### src/rtl/pc_pkg.sv
// pc_pkg: shared definitions for the program counter with return stack.
//   - default widths/depth for pc_stack
//   - pc_op_e: the single operation selected on a given edge
//   - pc_decode(): collapses the command strobes into one op by fixed priority
//     (Ret > Call > Ld > Br > Up > hold; Clr is handled by the registers).
package pc_pkg;

  localparam int PC_W     = 7;
  localparam int PC_DEPTH = 4;
  localparam int PC_OFFW  = 5;

  typedef enum logic [2:0] {
    OP_HOLD,
    OP_INC,
    OP_BR,
    OP_LD,
    OP_CALL,
    OP_RET
  } pc_op_e;

  function automatic pc_op_e pc_decode(input logic ret, input logic call,
                                       input logic ld, input logic br,
                                       input logic up);
    pc_op_e op;
    if (ret)       op = OP_RET;
    else if (call) op = OP_CALL;
    else if (ld)   op = OP_LD;
    else if (br)   op = OP_BR;
    else if (up)   op = OP_INC;
    else           op = OP_HOLD;
    return op;
  endfunction

endpackage

### src/rtl/pc_stack_if.sv
// pc_stack_if: command/address bundle between the control unit and pc_stack.
//   master : control unit side; drives Up, Ld, Br, Call, Ret, LdAddr, Offset;
//            observes Addr, Full, Empty (and Err).
//   slave  : pc_stack side; the reverse directions.
// Optional macro PC_ERR_EN adds the sticky Err flag to the bundle.
interface pc_stack_if #(
  parameter int W    = 7,
  parameter int OFFW = 5
);
  logic            Up;
  logic            Ld;
  logic            Br;
  logic            Call;
  logic            Ret;
  logic [W-1:0]    LdAddr;
  logic [OFFW-1:0] Offset;
  logic [W-1:0]    Addr;
  logic            Full;
  logic            Empty;
`ifdef PC_ERR_EN
  logic            Err;

  modport master (
    output Up, Ld, Br, Call, Ret, LdAddr, Offset,
    input  Addr, Full, Empty, Err
  );

  modport slave (
    input  Up, Ld, Br, Call, Ret, LdAddr, Offset,
    output Addr, Full, Empty, Err
  );
`else
  modport master (
    output Up, Ld, Br, Call, Ret, LdAddr, Offset,
    input  Addr, Full, Empty
  );

  modport slave (
    input  Up, Ld, Br, Call, Ret, LdAddr, Offset,
    output Addr, Full, Empty
  );
`endif
endinterface

### src/rtl/ret_stack.sv
// ret_stack: small LIFO holding return addresses.
//   Clk, Clr : clock, synchronous active-high clear (empties the stack)
//   Push     : write DIn at the top (ignored when Full)
//   Pop      : drop the top entry (ignored when Empty)
//   DIn      : value to push
//   DOut     : current top entry, combinational from the array ('0 when empty)
//   Full     : registered, stack holds DEPTH entries
//   Empty    : registered, stack holds no entries
// Entries are not cleared; only the pointer is, so contents are don't-care
// after Clr.
module ret_stack #(
  parameter int W     = 7,
  parameter int DEPTH = 4
) (
  input  logic         Clk,
  input  logic         Clr,
  input  logic         Push,
  input  logic         Pop,
  input  logic [W-1:0] DIn,
  output logic [W-1:0] DOut,
  output logic         Full,
  output logic         Empty
);

  localparam int SPW = $clog2(DEPTH + 1);

  logic [W-1:0]   mem [DEPTH];
  logic [SPW-1:0] sp_q;
  logic [SPW-1:0] sp_d;
  logic [SPW-1:0] top_idx;
  logic           do_push;
  logic           do_pop;

  assign do_push = Push && !Full;
  assign do_pop  = Pop && !Empty;
  assign top_idx = sp_q - 1'b1;

  always_comb begin
    sp_d = sp_q;
    if (do_push)     sp_d = sp_q + 1'b1;
    else if (do_pop) sp_d = sp_q - 1'b1;
  end

  // Loop compares keep every array index in range even though the pointer
  // can encode values past DEPTH-1.
  always_comb begin
    DOut = '0;
    for (int i = 0; i < DEPTH; i++) begin
      if (!Empty && top_idx == SPW'(i)) DOut = mem[i];
    end
  end

  always_ff @(posedge Clk) begin
    if (Clr) begin
      sp_q  <= '0;
      Full  <= 1'b0;
      Empty <= 1'b1;
    end else begin
      sp_q  <= sp_d;
      Full  <= (sp_d == SPW'(DEPTH));
      Empty <= (sp_d == '0);
    end
  end

  always_ff @(posedge Clk) begin
    if (!Clr && do_push) begin
      for (int i = 0; i < DEPTH; i++) begin
        if (sp_q == SPW'(i)) mem[i] <= DIn;
      end
    end
  end

endmodule

### src/rtl/pc_stack.sv
// pc_stack: program counter with increment, absolute load, signed relative
// branch and call/return through an internal return-address stack.
//   Clk  : clock, rising edge
//   Clr  : synchronous active-high reset (Addr=0, stack emptied, Err=0)
//   bus  : pc_stack_if slave modport
//          in : Up, Ld, Br, Call, Ret, LdAddr[W-1:0], Offset[OFFW-1:0]
//          out: Addr[W-1:0] (registered), Full, Empty, Err (PC_ERR_EN only)
// Optional macro PC_ERR_EN: Call-when-Full and Ret-when-Empty leave Addr
// untouched and set the sticky Err flag; without it a Call on a full stack
// still jumps (push dropped) and a Ret on an empty stack holds.
module pc_stack
  import pc_pkg::*;
#(
  parameter int W     = PC_W,
  parameter int DEPTH = PC_DEPTH,
  parameter int OFFW  = PC_OFFW
) (
  input  logic   Clk,
  input  logic   Clr,
  pc_stack_if.slave bus
);

  pc_op_e       op;
  logic [W-1:0] addr_q;
  logic [W-1:0] addr_d;
  logic [W-1:0] ret_addr;
  logic [W-1:0] top;
  logic         push;
  logic         pop;
  logic         full;
  logic         empty;

  assign op       = pc_decode(bus.Ret, bus.Call, bus.Ld, bus.Br, bus.Up);
  assign ret_addr = addr_q + 1'b1;

  ret_stack #(
    .W     (W),
    .DEPTH (DEPTH)
  ) u_stack (
    .Clk   (Clk),
    .Clr   (Clr),
    .Push  (push),
    .Pop   (pop),
    .DIn   (ret_addr),
    .DOut  (top),
    .Full  (full),
    .Empty (empty)
  );

`ifdef PC_ERR_EN
  logic err_q;
  logic err_set;

  always_comb begin
    addr_d  = addr_q;
    push    = 1'b0;
    pop     = 1'b0;
    err_set = 1'b0;
    unique case (op)
      OP_INC: addr_d = addr_q + 1'b1;
      // Size cast of a signed operand sign-extends Offset to W bits.
      OP_BR:  addr_d = addr_q + W'($signed(bus.Offset));
      OP_LD:  addr_d = bus.LdAddr;
      OP_CALL: begin
        if (full) begin
          err_set = 1'b1;
        end else begin
          push   = 1'b1;
          addr_d = bus.LdAddr;
        end
      end
      OP_RET: begin
        if (empty) begin
          err_set = 1'b1;
        end else begin
          pop    = 1'b1;
          addr_d = top;
        end
      end
      default: addr_d = addr_q;
    endcase
  end

  always_ff @(posedge Clk) begin
    if (Clr)          err_q <= 1'b0;
    else if (err_set) err_q <= 1'b1;
  end

  assign bus.Err = err_q;
`else
  always_comb begin
    addr_d = addr_q;
    push   = 1'b0;
    pop    = 1'b0;
    unique case (op)
      OP_INC: addr_d = addr_q + 1'b1;
      OP_BR:  addr_d = addr_q + W'($signed(bus.Offset));
      OP_LD:  addr_d = bus.LdAddr;
      OP_CALL: begin
        // The stack drops a push when full; the jump happens regardless.
        push   = 1'b1;
        addr_d = bus.LdAddr;
      end
      OP_RET: begin
        if (!empty) begin
          pop    = 1'b1;
          addr_d = top;
        end
      end
      default: addr_d = addr_q;
    endcase
  end
`endif

  always_ff @(posedge Clk) begin
    if (Clr) addr_q <= '0;
    else     addr_q <= addr_d;
  end

  assign bus.Addr  = addr_q;
  assign bus.Full  = full;
  assign bus.Empty = empty;

endmodule
### src/flat_wrapper.sv
// flat-port wrapper written by rule: the top's interface ports become plain ports
module pc_stack_flat import pc_pkg::*;
#(
  parameter int W     = PC_W,
  parameter int DEPTH = PC_DEPTH,
  parameter int OFFW  = PC_OFFW
)
  (Clk, Clr, bus_Up, bus_Ld, bus_Br, bus_Call, bus_Ret, bus_LdAddr, bus_Offset, bus_Addr, bus_Full, bus_Empty);
  pc_stack_if #(.W(W), .OFFW(OFFW)) bus_i ();
  input  logic Clk;
  input  logic Clr;
  input wire logic [$bits(bus_i.Up)-1:0] bus_Up;
  input wire logic [$bits(bus_i.Ld)-1:0] bus_Ld;
  input wire logic [$bits(bus_i.Br)-1:0] bus_Br;
  input wire logic [$bits(bus_i.Call)-1:0] bus_Call;
  input wire logic [$bits(bus_i.Ret)-1:0] bus_Ret;
  input wire logic [$bits(bus_i.LdAddr)-1:0] bus_LdAddr;
  input wire logic [$bits(bus_i.Offset)-1:0] bus_Offset;
  output wire logic [$bits(bus_i.Addr)-1:0] bus_Addr;
  output wire logic [$bits(bus_i.Full)-1:0] bus_Full;
  output wire logic [$bits(bus_i.Empty)-1:0] bus_Empty;
  assign bus_i.Up = bus_Up;
  assign bus_i.Ld = bus_Ld;
  assign bus_i.Br = bus_Br;
  assign bus_i.Call = bus_Call;
  assign bus_i.Ret = bus_Ret;
  assign bus_i.LdAddr = bus_LdAddr;
  assign bus_i.Offset = bus_Offset;
  assign bus_Addr = bus_i.Addr;
  assign bus_Full = bus_i.Full;
  assign bus_Empty = bus_i.Empty;
  pc_stack #(.W(W), .DEPTH(DEPTH), .OFFW(OFFW)) u_core (.Clk(Clk), .Clr(Clr), .bus(bus_i));
endmodule
### config.mk
export PLATFORM = sky130hd
export DESIGN_NAME = pc_stack_flat
export DESIGN_NICKNAME = d
export VERILOG_FILES = /design/src/rtl/pc_pkg.sv /design/src/rtl/pc_stack_if.sv /design/src/rtl/ret_stack.sv /design/src/rtl/pc_stack.sv /design/src/flat_wrapper.sv
export SDC_FILE = /design/constraint.sdc
export NUM_CORES = 1
export LEC_CHECK = 0
export BUFFER_PORTS_ARGS = -buffer_cell sky130_fd_sc_hd__buf_4
export CAP_MARGIN = 20
export CORE_ASPECT_RATIO = 2
export CORE_UTILIZATION = 38
export CTS_CLUSTER_DIAMETER = 100
export DETAILED_ROUTE_END_ITERATION = 10
export SLEW_MARGIN = 0
export SYNTH_ARGS = -nofsm -noshare
export SYNTH_HDL_FRONTEND = slang
export SYNTH_HIERARCHICAL = 1
export SYNTH_SLANG_ARGS = --single-unit
### constraint.sdc
create_clock -name Clk -period 2.1 [get_ports Clk]
set_clock_uncertainty 0.2 [all_clocks]
set_input_delay 0.105 -clock Clk [delete_from_list [all_inputs] [get_ports Clk]]
set_output_delay 0.105 -clock Clk [all_outputs]
set_load 0.005 [all_outputs]
==> results by group, run 1 <==
Synthesis
  – Asr flop ratio synth: 0
  – Synth cell types: 50
  – Seq/Total Area, Yosys: 0.465
  – Mean Syn Cell Area: 10.6 sq um
  – Synth top area share: 0.361
  – FF+latch count, synth: 40
  – Syn_nets: 254
  – Cells after synthesis: 220
  – Dominant cell type by area after synthesis: edfxtp_1
  – Post-synth EDFFs: 28
  – Yosys Warn Count: 6
  – Synth top area cells: edfxtp_1 36%, dfxtp_1 10%, ha_1 7.5%
  – Top_reg_cell synth: edfxtp_1
  – Post-Syn Area: 0.00233 sq mm

Pwr
  – Internal power: 1.63 mW
  – Leak: 1.21 nW
  – Power share of the clock group: 0.327
  – Combinational Power Share: 0.258
  – Switching power: 0.630 mW
  – Sequential Power Share: 0.416
  – Switching share of power: 0.279
  – Pwr/cell area: 753 mW/mm^2
  – Max VDD drop: 0.443 mV

Clock network
  – Root buffer cell: clkbuf_16
  – CTS Sinks: 40
  – Clock transition at path regs: 60 ps
  – CTS Buffer Depth: 2
  – TritonCTS clock tree: yes
  – Num CTS Buffers: 5
  – H-tree levels: 2
  – Clk_lat worst skew: between 200 and 300 ps

Global routing
  – Initial antenna violation count: 0
  – Vias in the first global route: 1,865
  – First-pass GRT wire length: 9050 um
  – GRT overflow: 0
  – Tot GR Track Use: 0.190
  – Pin count of the biggest net entering global routing: 17

Worst setup path
  – Most Frequent Cell on Critical Path: buf_4
  – CP max stage cell: dfxtp_4
  – Worst Path Arrival: 2030 ps
  – Reg2reg end: u_core/bus.Addr[4]$_SDFFE_PP0P_
  – CP Data Required Time: 2100 ps
  – Reg2reg start: u_core/u_stack/sp_q[1]$_SDFF_PP0_
  – Worst Reg-to-Reg Cells: 8
  – Setup crit start: u_core/u_stack/sp_q[1]$_SDFF_PP0_
  – Critical path startpoint category: register
  – Crit. End Element: register
  – Crit-path cells: inv_4 -> buf_4 -> ha_1 -> buf_4 -> a211o_1 -> a21oi_2 -> a221oi_2 -> a311oi_2
  – Setup Crit Path Kind: reg -> reg
  – Critical Path Sink: u_core/bus.Addr[4]$_SDFFE_PP0P_
  – CP max FO: 7
  – CP peak stage delay: 390 ps
  – Reg-to-reg setup timing slack: ~66 ps

Floorplanning
  – IO Pins: 28
  – FP Rows: 40
  – Die width: approximately 57 um
  – Core area: 0.00596 sq mm
  – Die H: 113 um
  – Die area: 0.00646 sq mm
  – Initial core utilization: 0.391

Outcome
  – Status: complete, no violations

Final layout
  – Post-layout util: 0.504
  – Nets@finish: 308
  – N_diodes: 0
  – FILL cells: 545
  – Layout cell share with drive strength beyond 1: 0.316
  – Non-filler cells, final: 338
  – Synth-to-layout area growth: 29.0%

Timing
  – Worst-margin pin slew: ~650 ps
  – Max Fclk: 0.492 GHz
  – Setup Viol. Count Final: 0
  – Slew Viols, Final: 0
  – Tmin final: 2030 ps
  – Fin Hold WS: between 70 and 80 ps
  – Final hold vios: 0
  – Setup TNS: 0 ps
  – Slew HR: 0.569
  – Fin crit share: 0.968
  – Fin worst setup slack: 66.5 ps
  – RSZ-0062 raised after global routing: true

Run
  – MaxCap Viol Count: 0

Detailed routing
  – Wire length per cell: around 16 um
  – First DRT Iteration DRCs: 76
  – Detail Route Antenna Nets: 0
  – Post-route DRC: 0
  – Metal3 WL: 91 um
  – Vias per cell: between 5 and 6
  – Max layer used: met4
  – Drt pass-1 iters: 4
  – Vias after detailed routing: ~1,800
  – Drt total wl: 5560 um
  – WL met1: 1900 um
  – WL met2: 3370 um

Min path
  – Worst Hold Class: in -> reg
  – Hold path start: bus_LdAddr[5]

Placement
  – Port Buf Inserts: 27
  – DP Worst Slack: -84.0 ps
  – GPL Wtd Cong: 0.766
  – Detail Placement HPWL: 4370 um
  – Placed cells: between 300 and 400
Yosys cell counts, types with 2 or more instances:
master / count
a21o_1: 2
nand3_1: 8
xnor2_1: 9
o2111ai_1: 2
dfxtp_1: 12
and2_1: 7
nand2b_1: 4
nor3_1: 5
clkbuf_1: 3
nand2_1: 19
inv_1: 17
buf_2: 3
nor2_1: 9
a221oi_1: 9
buf_6: 3
a21oi_1: 16
mux2i_1: 2
a211oi_1: 4
ha_1: 14
nor2b_1: 2
o22ai_1: 2
nand4_1: 2
a211o_1: 7
xor2_1: 3
edfxtp_1: 28
o21ai_0: 4
power groups by stage:
stage	Combinational [mW]	Sequential [mW]	Clock, mW
after detailed placement	0.545	0.951	0
after global routing	0.645	0.947	0.778
final	0.583	0.939	0.738
after global placement	0.538	0.951	0
after floorplan	0.321	0.955	0
after CTS	0.553	0.936	0.752
placed cells by master, fill, tap and decap left out, types with 3 or more instances in the layout:
master | Yosys | final
a211oi_1 | 4 | 4
a211o_1 | 7 | 7
edfxtp_1 | 28 | 28
a21oi_2 | 0 | 4
dfxtp_1 | 12 | 10
buf_4 | 0 | 53
a221oi_2 | 0 | 3
inv_1 | 17 | 15
a221oi_1 | 9 | 6
nand3_1 | 8 | 8
ha_1 | 14 | 10
and2_1 | 7 | 7
o21ai_0 | 4 | 4
clkbuf_16 | 0 | 5
nand2b_1 | 4 | 3
nand2_1 | 19 | 19
nor2_1 | 9 | 9
nor3_1 | 5 | 5
xnor2_1 | 9 | 9
a21oi_1 | 16 | 12
xor2_1 | 3 | 3
timing repair:
action | in CTS | in global routing
hold endpoints to repair | 8 | 0
setup endpoints to repair | 3 | 7
hold buffers | 1 | 0
resized for setup | 3 | 18
pin swaps | 0 | 9
setup buffers | 0 | 4
gates cloned | 0 | 0
metrics by stage:
| step | total power, mW | area, sq um |
|---|---|---|
| 2_1_floorplan | 1.28 | 2330 |
| 3_3_place_gp | 1.49 | 2740 |
| 3_5_place_dp | 1.50 | 2740 |
| 4_1_cts | 2.24 | 2900 |
| 5_1_grt | 2.37 | 3000 |
| 6_report | 2.26 | 3000 |
registers in the layout (all words and copies together), names as in the netlist:
| register | flops |
|---|---|
| u_core/u_stack/Empty | 1 |
| u_core/u_stack/mem | 28 |
| u_core/bus.Addr | 7 |
| u_core/u_stack/Full | 1 |
| u_core/u_stack/sp_q | 3 |
kinds of logic (layout without fill, tap and decap cells):
family | after synthesis | count (layout) | share of synthesized area
AO/OA/AOI/OAI | 60 | 60 | 0.193
XOR/XNOR | 12 | 12 | 0.0452
adder cells (fa/ha/maj) | 15 | 15 | 0.0839
buffers and inverters | 26 | 81 | 0.0533
flip-flops | 40 | 40 | 0.465
multiplexers | 2 | 2 | 0.00861
AND/OR/NAND/NOR | 65 | 65 | 0.152
worst max-delay path: cells and delay by family, from the launching register on:
family                   cells  cell delay, ps
flip-flops                   1             390
AO/OA/AOI/OAI                4             810
adder cells (fa/ha/maj)      1             210
buffers and inverters        3             340
how the worst min path moves through the flow:
| stage | cells past startpoint | end | slack, ps |
|---|---|---|---|
| finish | 4 | u_core/bus.Addr[5]$_SDFFE_PP0P_ | 80 |
| global route | 5 | u_core/bus.Addr[2]$_SDFFE_PP0P_ | 110 |
| CTS | 5 | u_core/bus.Addr[2]$_SDFFE_PP0P_ | 80 |
| detailed placement | 2 | u_core/bus.Addr[4]$_SDFFE_PP0P_ | 180 |
| global placement | 2 | u_core/bus.Addr[4]$_SDFFE_PP0P_ | 170 |
| floorplan | 1 | u_core/bus.Addr[4]$_SDFFE_PP0P_ | -30 |
layout make-up:
cell class                      count  area, sq um  share of cell area
Clock inverter                      3         18.8             0.00625
Sequential cell                    40         1090               0.362
Tap cell                           63         78.8              0.0263
Clock buffer                        5          125              0.0417
Timing Repair Buffer               56          439               0.146
Multi-Input combinational cell    154         1190               0.396
Inverter                           17         66.3              0.0221
routing by layer:
| metal | track usage | vias up |
|---|---|---|
| met3 | 0.0219 | 11 |
| met2 | 0.383 | 26 |
| met4 | 0.104 | 0 |
| met5 | 0 | - |
| met1 | 0.172 | 860 |
| li1 | - | 921 |
No activity file was read; power rests on OpenSTA's default activity.
==> inputs of run 2 (changes only) <==
- clock period: 2.1 -> 2.4 ns (I/O delays scaled with it)
==> run 2 against run 1 <==
Net effect:
- wire length decreased by 1.3%
- fmax decreased by 9.3%
- sequential power decreased by 12%
- largest power group is now the clock network
- highest routed layer unchanged
==> results by group, run 2 (same netlist as run 1, synthesis figures left out) <==
Worst setup path
  – Worst Path Arrival: 2250 ps (+220 ps)
  – Crit. End Element: register
  – CP Data Required Time: 2410 ps (+310 ps)
  – Critical path startpoint category: register
  – CP max FO: 7 (unchanged)
  – Setup Crit Path Kind: reg -> reg

Floorplanning
  – Die H: 113 um (unchanged)
  – Die width: 57.3 um (unchanged)
  – Initial core utilization: 0.391 (unchanged)
  – Core area: 0.00596 sq mm (unchanged)
  – FP Rows: 40 (unchanged)
  – IO Pins: 28 (unchanged)
  – Die area: 0.00646 sq mm (unchanged)

Run
  – MaxCap Viol Count: 0 (unchanged)

Outcome
  – Status: complete, no violations

Timing
  – Setup Viol. Count Final: 0 (unchanged)
  – Tmin final: 2240 ps (+209 ps)
  – Setup TNS: 0 ps (unchanged)
  – Slew HR: 0.534 (-0.0347)
  – Worst-margin pin slew: 698 ps (+51.9 ps)
  – Fin crit share: 0.935 (-0.0338)
  – Max Fclk: 0.446 GHz (-9.3%)
  – RSZ-0062 raised after global routing: false
  – Final hold vios: 0 (unchanged)
  – Fin worst setup slack: 157 ps (+90.6 ps)
  – Slew Viols, Final: 0 (unchanged)

Placement
  – Detail Placement HPWL: 4280 um (-2.1%)
  – Area after DPL: 0.00259 sq mm (-5.4%)
  – GPL Wtd Cong: 0.756 (-1.3%)
  – Port Buf Inserts: 27 (unchanged)
  – Placed cells: 307 (-5.5%)
  – DP Worst Slack: 157 ps (+241 ps)

Final layout
  – N_diodes: 0 (unchanged)
  – Final instance area: 0.00282 sq mm (-6.1%)
  – Post-layout util: 0.473 (-0.0309)
  – Most frequent cells in the layout: 33 x buf_4, 28 x edfxtp_1, 19 x nand2_1, 17 x inv_1, 16 x a21oi_1
  – Layout cell share with drive strength beyond 1: 0.194 (-0.123)
  – Nets@finish: 286 (-7.1%)
  – Largest register FFs: 28 (unchanged)
  – Largest Register: u_core/u_stack/mem
  – Non-filler cells, final: 316 (-6.5%)
  – Commonest non-fill, non-tap cell in the layout: buf_4
  – Synth-to-layout area growth: 21.1%

Clock network
  – Clk_lat worst skew: 280 ps (about the same)
  – Setup bufs post-CTS: 0 (unchanged)
  – Root buffer cell: clkbuf_16
  – H-tree levels: 2 (unchanged)
  – Clock transition at path regs: 60 ps (about the same)
  – CTS Buffer Depth: 2 (unchanged)
  – TritonCTS clock tree: yes
  – Num CTS Buffers: 5 (unchanged)
  – CTS Sinks: 40 (unchanged)

Detailed routing
  – Wire length per cell: 17.3 um (+5.6%)
  – Max layer used: met4
  – WL met2: 3190 um (-5.5%)
  – Drt total wl: 5480 um (-1.3%)
  – Post-route DRC: 0 (unchanged)
  – Detail Route Antenna Nets: 0 (unchanged)
  – WL met1: 2010 um (+5.5%)
  – Vias per cell: 5.66 (+5.3%)
  – First DRT Iteration DRCs: 50 (-34%)
  – Metal3 WL: 120 um (+32%)
  – Drt pass-1 iters: 5 (+1)
  – Vias after detailed routing: 1,790 (-1.5%)

Pwr
  – Pwr/cell area: 786 mW/mm^2 (+4.4%)
  – Leak: 1.13 nW (-7.1%)
  – Max VDD drop: 0.613 mV (+38%)

Global routing
  – Vias in the first global route: 1,770 (-5.1%)
  – Tot GR Track Use: 0.180 (-0.0100)
  – First-pass GRT wire length: 8510 um (-5.9%)
  – Pin count of the biggest net entering global routing: 19 (+2)
  – GRT overflow: 0 (unchanged)
  – Initial antenna violation count: 0 (unchanged)

Min path
  – Worst Hold Class: in -> reg
==> run 2: cell types whose count changed in the layout (fill, tap and decap cells not counted), sizes merged <==
cell / before / now
bufinv: 0 / 3
buf: 55 / 33
clkinv: 3 / 0
==> run 2: final timing paths <==
check | from | end | slack (ps) | cells past startpoint
setup reg to reg | u_core/u_stack/sp_q[0]$_SDFF_PP0_ | u_core/bus.Addr[6]$_SDFFE_PP0P_ | 160 | 10
setup / recovery | u_core/u_stack/sp_q[0]$_SDFF_PP0_ | u_core/bus.Addr[6]$_SDFFE_PP0P_ | 160 | 10
hold / removal | bus_LdAddr[5] | u_core/bus.Addr[5]$_SDFFE_PP0P_ | 90 | 4
hold reg to reg | u_core/bus.Addr[3]$_SDFFE_PP0P_ | u_core/bus.Addr[3]$_SDFFE_PP0P_ | 390 | 2
==> run 2: repair_timing <==
item	in CTS	in global routing
resized for setup	0	0
endpoints found under the setup margin	0	0
hold endpoints to repair	7	0
hold buffers	1	0
==> run 2: worst max-delay path, stage by stage (launching register included) <==
cell and delay [ps]:
dfxtp_1 380, inv_1 120, ha_1 330, nor2b_4 220, a221oi_1 110, a211o_1 250
a21oi_1 120, nor2_1 60, a21oi_1 150, a21oi_1 50, nor3_1 180
==> run 2: cell type report <==
type / instances / area (sq um)
fill: 549 / 3140
clock buffer: 5 / 125
tap: 63 / 78.8
multi-input combinational: 154 / 1120
timing repair buffer: 34 / 258
sequential: 40 / 1080
inverter: 17 / 63.8
clock inverter: 3 / 90.1
==> run 2: per-stage QoR <==
stage	power, mW	hold slack [ps]
3_3_place_gp	1.26	196
3_5_place_dp	1.26	203
5_1_grt	2.30	130
6_report	2.21	87.9
2_1_floorplan	1.12	-12.1
4_1_cts	2.23	90.3
==> run 2: per-layer routing <==
| metal | track usage | vias up |
|---|---|---|
| met4 | 0.0959 | 0 |
| li1 | - | 873 |
| met3 | 0.0300 | 13 |
| met5 | 0 | - |
| met2 | 0.350 | 43 |
| met1 | 0.170 | 861 |
==> run 2: report_power, final <==
| part | leakage [nW] | total (mW) | internal, mW | switching, mW |
|---|---|---|---|---|
| sequential | 0.353 | 0.824 | 0.787 | 0.0364 |
| clock | 0.104 | 0.973 | 0.701 | 0.272 |
| combinational | 0.670 | 0.419 | 0.192 | 0.227 |
| total | 1.13 | 2.21 | 1.68 | 0.535 |
==> inputs of run 3 (changes only) <==
- CORE_MARGIN: unset -> 5
- SYNTH_HIERARCHICAL: 1 -> unset
==> run 3 against run 2 <==
Net effect:
- final cell count increased by 3.8%
- fmax decreased by 1.3%
- sequential share of layout area decreased by 0.28 points
- setup slack got worse by 29 ps
- via count increased by 2.5%
- sequential power increased by 14%
- clock-buffer cell count increased by 1
- clock power decreased by 30%
- power increased by 14%
- synthesized cell count increased by 0.91%
- wire length increased by 8.5%
- critical path type unchanged
- critical endpoint is now u_core.bus.Addr[5]$_SDFFE_PP0P_
==> results by group, run 3 <==
Timing
  – Worst-margin pin slew: 396 ps (-302 ps)
  – Fin worst setup slack: 128 ps (-28.6 ps)
  – Max Fclk: 0.440 GHz (-1.3%)
  – Slew Viols, Final: 0 (unchanged)
  – Final hold vios: 0 (unchanged)
  – Fin Hold WS: 64.8 ps (-23.1 ps)
  – Slew HR: 0.734 (+0.200)
  – Setup Viol. Count Final: 0 (unchanged)
  – RSZ-0062 raised after global routing: false
  – Tmin final: 2270 ps (+28.6 ps)
  – Setup TNS: 0 ps (unchanged)
  – Fin crit share: 0.946 (+0.0119)

Detailed routing
  – Detail Route Antenna Nets: 0 (unchanged)
  – Wire length per cell: 18.1 um (+4.5%)
  – Drt pass-1 iters: 4 (-1)
  – Post-route DRC: 0 (unchanged)
  – First DRT Iteration DRCs: 63 (+26%)
  – Vias after detailed routing: 1,835 (+2.5%)
  – Vias per cell: 5.59 (-1.2%)
  – Drt total wl: 5950 um (+8.5%)

Floorplanning
  – Initial core utilization: 0.387 (-0.00315)
  – FP Rows: 40 (unchanged)
  – Die area: 0.00782 sq mm (+21%)
  – IO Pins: 28 (unchanged)
  – Die H: 120 um (+6.7%)
  – Die width: 65.1 um (+14%)
  – Core area: 0.00596 sq mm (unchanged)

Synthesis
  – Most common cell in the netlist: edfxtp_1
  – Top_reg_cell synth: edfxtp_1
  – Synth top area cells: edfxtp_1 36%, dfxtp_1 10%, ha_1 7.6%
  – Mean Syn Cell Area: 10.4 sq um (-1.7%)
  – Syn_nets: 256 (+0.79%)
  – Synth top area share: 0.364 (+0.00294)
  – FF+latch count, synth: 40 (unchanged)
  – Seq/Total Area, Yosys: 0.469 (+0.00378)
  – Cells after synthesis: 222 (+0.91%)
  – Synth cell types: 51 (+2.0%)
  – Asr flop ratio synth: 0 (unchanged)
  – Post-Syn Area: 0.00231 sq mm (-0.81%)
  – Post-synth EDFFs: 28 (unchanged)
  – Synth top cells by count: 28 x edfxtp_1, 20 x nor2_1, 16 x a21oi_1
  – Yosys Warn Count: 0 (-6)
  – Dominant cell type by area after synthesis: edfxtp_1

Clock network
  – H-tree levels: 2 (unchanged)
  – Clk_lat worst skew: 280 ps (about the same)
  – Root buffer cell: clkbuf_16
  – Clock transition at path regs: 60 ps (about the same)
  – TritonCTS clock tree: yes
  – CTS Sinks: 40 (unchanged)
  – Num CTS Buffers: 5 (unchanged)
  – CTS Buffer Depth: 2 (unchanged)

Pwr
  – Pwr/cell area: 891 mW/mm^2 (+13%)
  – Max VDD drop: 0.627 mV (+2.3%)
  – Switching share of power: 0.340 (+0.0981)
  – Total power: 2.53 mW (+14%)
  – Switching power: 0.861 mW (+61%)
  – Leak: 1.07 nW (-4.7%)
  – Combinational Power Share: 0.363 (+0.174)
  – Sequential Power Share: 0.369 (-0.003)
  – Power share of the clock group: 0.268 (-0.171)
  – Internal power: 1.67 mW (-0.34%)

Worst setup path
  – Worst Path Arrival: 2280 ps (+30 ps)
  – CP max FO: 8 (+1)
  – Critical Path Sink: u_core.bus.Addr[5]$_SDFFE_PP0P_
  – Critical path startpoint category: register
  – Worst Reg-to-Reg Cells: 6 (-4)
  – Setup Crit Path Kind: reg -> reg
  – CP Data Required Time: 2410 ps (about the same)
  – Reg-to-reg setup timing slack: 130 ps (-30 ps)
  – Reg2reg start: u_core.u_stack.sp_q[0]$_SDFF_PP0_
  – Setup crit start: u_core.u_stack.sp_q[0]$_SDFF_PP0_
  – Reg2reg end: u_core.bus.Addr[5]$_SDFFE_PP0P_
  – Crit. End Element: register

Placement
  – Area after DPL: 0.00266 sq mm (+2.7%)
  – GPL Wtd Cong: 0.801 (+6.0%)
  – Port Buf Inserts: 27 (unchanged)
  – Detail Placement HPWL: 4680 um (+9.5%)
  – Placed cells: 319 (+3.9%)
  – DP Worst Slack: -25.2 ps (-182 ps)

Final layout
  – Largest Register: u_core.u_stack.mem
  – Commonest non-fill, non-tap cell in the layout: buf_4
  – N_diodes: 0 (unchanged)
  – Nets@finish: 298 (+4.2%)
  – Most frequent cells in the layout: 44 x buf_4, 28 x edfxtp_1, 19 x nor2_1, 16 x a21oi_1, 14 x ha_1
  – Largest register FFs: 28 (unchanged)
  – Post-layout util: 0.478 (+0.00462)
  – Layout cell share with drive strength beyond 1: 0.234 (+0.0403)
  – Synth-to-layout area growth: 23.3%
  – Final instance area: 0.00285 sq mm (+0.98%)
  – Non-filler cells, final: 328 (+3.8%)

Outcome
  – Status: complete, no violations

Global routing
  – First-pass GRT wire length: 9290 um (+9.1%)
  – Vias in the first global route: 1,888 (+6.7%)
  – Tot GR Track Use: 0.162 (-0.0181)
  – GRT overflow: 0 (unchanged)
  – Initial antenna violation count: 0 (unchanged)
  – Pin count of the biggest net entering global routing: 24 (+5)

Min path
  – Worst Hold Class: in -> reg
  – Hold Path Stages: 4 (unchanged)

Run
  – MaxCap Viol Count: 0 (unchanged)
run 3: cell count changes in the layout (fill, tap and decap cells not counted), moves of 5 or more:
cell	change
buf_4	+11
nor2_1	+10
nand2_1	-9
a211o_1	-7
a221oi_1	-7
a31oi_1	+5
inv_1	-5
run 3: what timing repair did:
| action | in CTS | in global routing |
|---|---|---|
| hold buffers | 1 | 0 |
| endpoints found under the hold margin | 6 | 0 |
| buffers inserted | 0 | 0 |
| endpoints found under the setup margin | 4 | 4 |
| resized for setup | 2 | 3 |
run 3: how the worst min path moves through the flow:
| stage | from | end |
|---|---|---|
| 2_1_floorplan | Clr | u_core.u_stack.sp_q[2]$_SDFF_PP0_ |
| 3_3_place_gp | Clr | u_core.bus.Addr[2]$_SDFFE_PP0P_ |
| 3_5_place_dp | Clr | u_core.bus.Addr[2]$_SDFFE_PP0P_ |
| 4_1_cts | bus_LdAddr[3] | u_core.bus.Addr[3]$_SDFFE_PP0P_ |
| 5_1_grt | bus_Br | u_core.bus.Addr[3]$_SDFFE_PP0P_ |
| 6_report | bus_LdAddr[3] | u_core.bus.Addr[3]$_SDFFE_PP0P_ |
run 3: power by group through the flow:
stage               Clock (mW)  Combinational (mW)  Sequential (mW)
floorplan                    0               0.564            0.924
detailed placement           0               0.912            0.944
global placement             0               0.905            0.942
global route             0.730                1.02            0.947
CTS                      0.691               0.927            0.932
finish                   0.678               0.920            0.936
run 3: critical path, stage by stage, from the launching register on:
cell,delay (ps)
dfxtp_2,380
inv_1,110
ha_1,320
or4bb_1,510
a221oi_1,350
o221ai_1,190
o211ai_1,120
run 3: final cells by class:
class                      instances  area (sq um)
fill                             556          3110
multi-input combinational        160          1140
sequential                        40          1080
timing repair buffer              45           340
clock buffer                       6           139
tap                               63          78.8
inverter                          12          45.0
clock inverter                     2          15.0
run 3: logic make-up (layout without fill, tap and decap cells):
family | after synthesis | after routing | share of synthesized area
adders and majority gates | 15 | 15 | 0.0846
DFF | 40 | 40 | 0.469
and+or+nand+nor | 67 | 67 | 0.156
xor gates and xnor gates | 11 | 11 | 0.0418
muxes | 4 | 4 | 0.0174
buffers and inverters | 22 | 65 | 0.0428
AOI/OAI and AO/OA | 63 | 63 | 0.189
run 3: metal layers:
metal / vias up / global-route usage / wire length, um / part of all wire
met5: - / 0 / 0 / 0
met4: 0 / 0.106 / 299 / 0.050
met3: 18 / 0.0195 / 161 / 0.027
met2: 47 / 0.325 / 3500 / 0.59
met1: 856 / 0.141 / 1990 / 0.33
li1: 914 / - / - / -
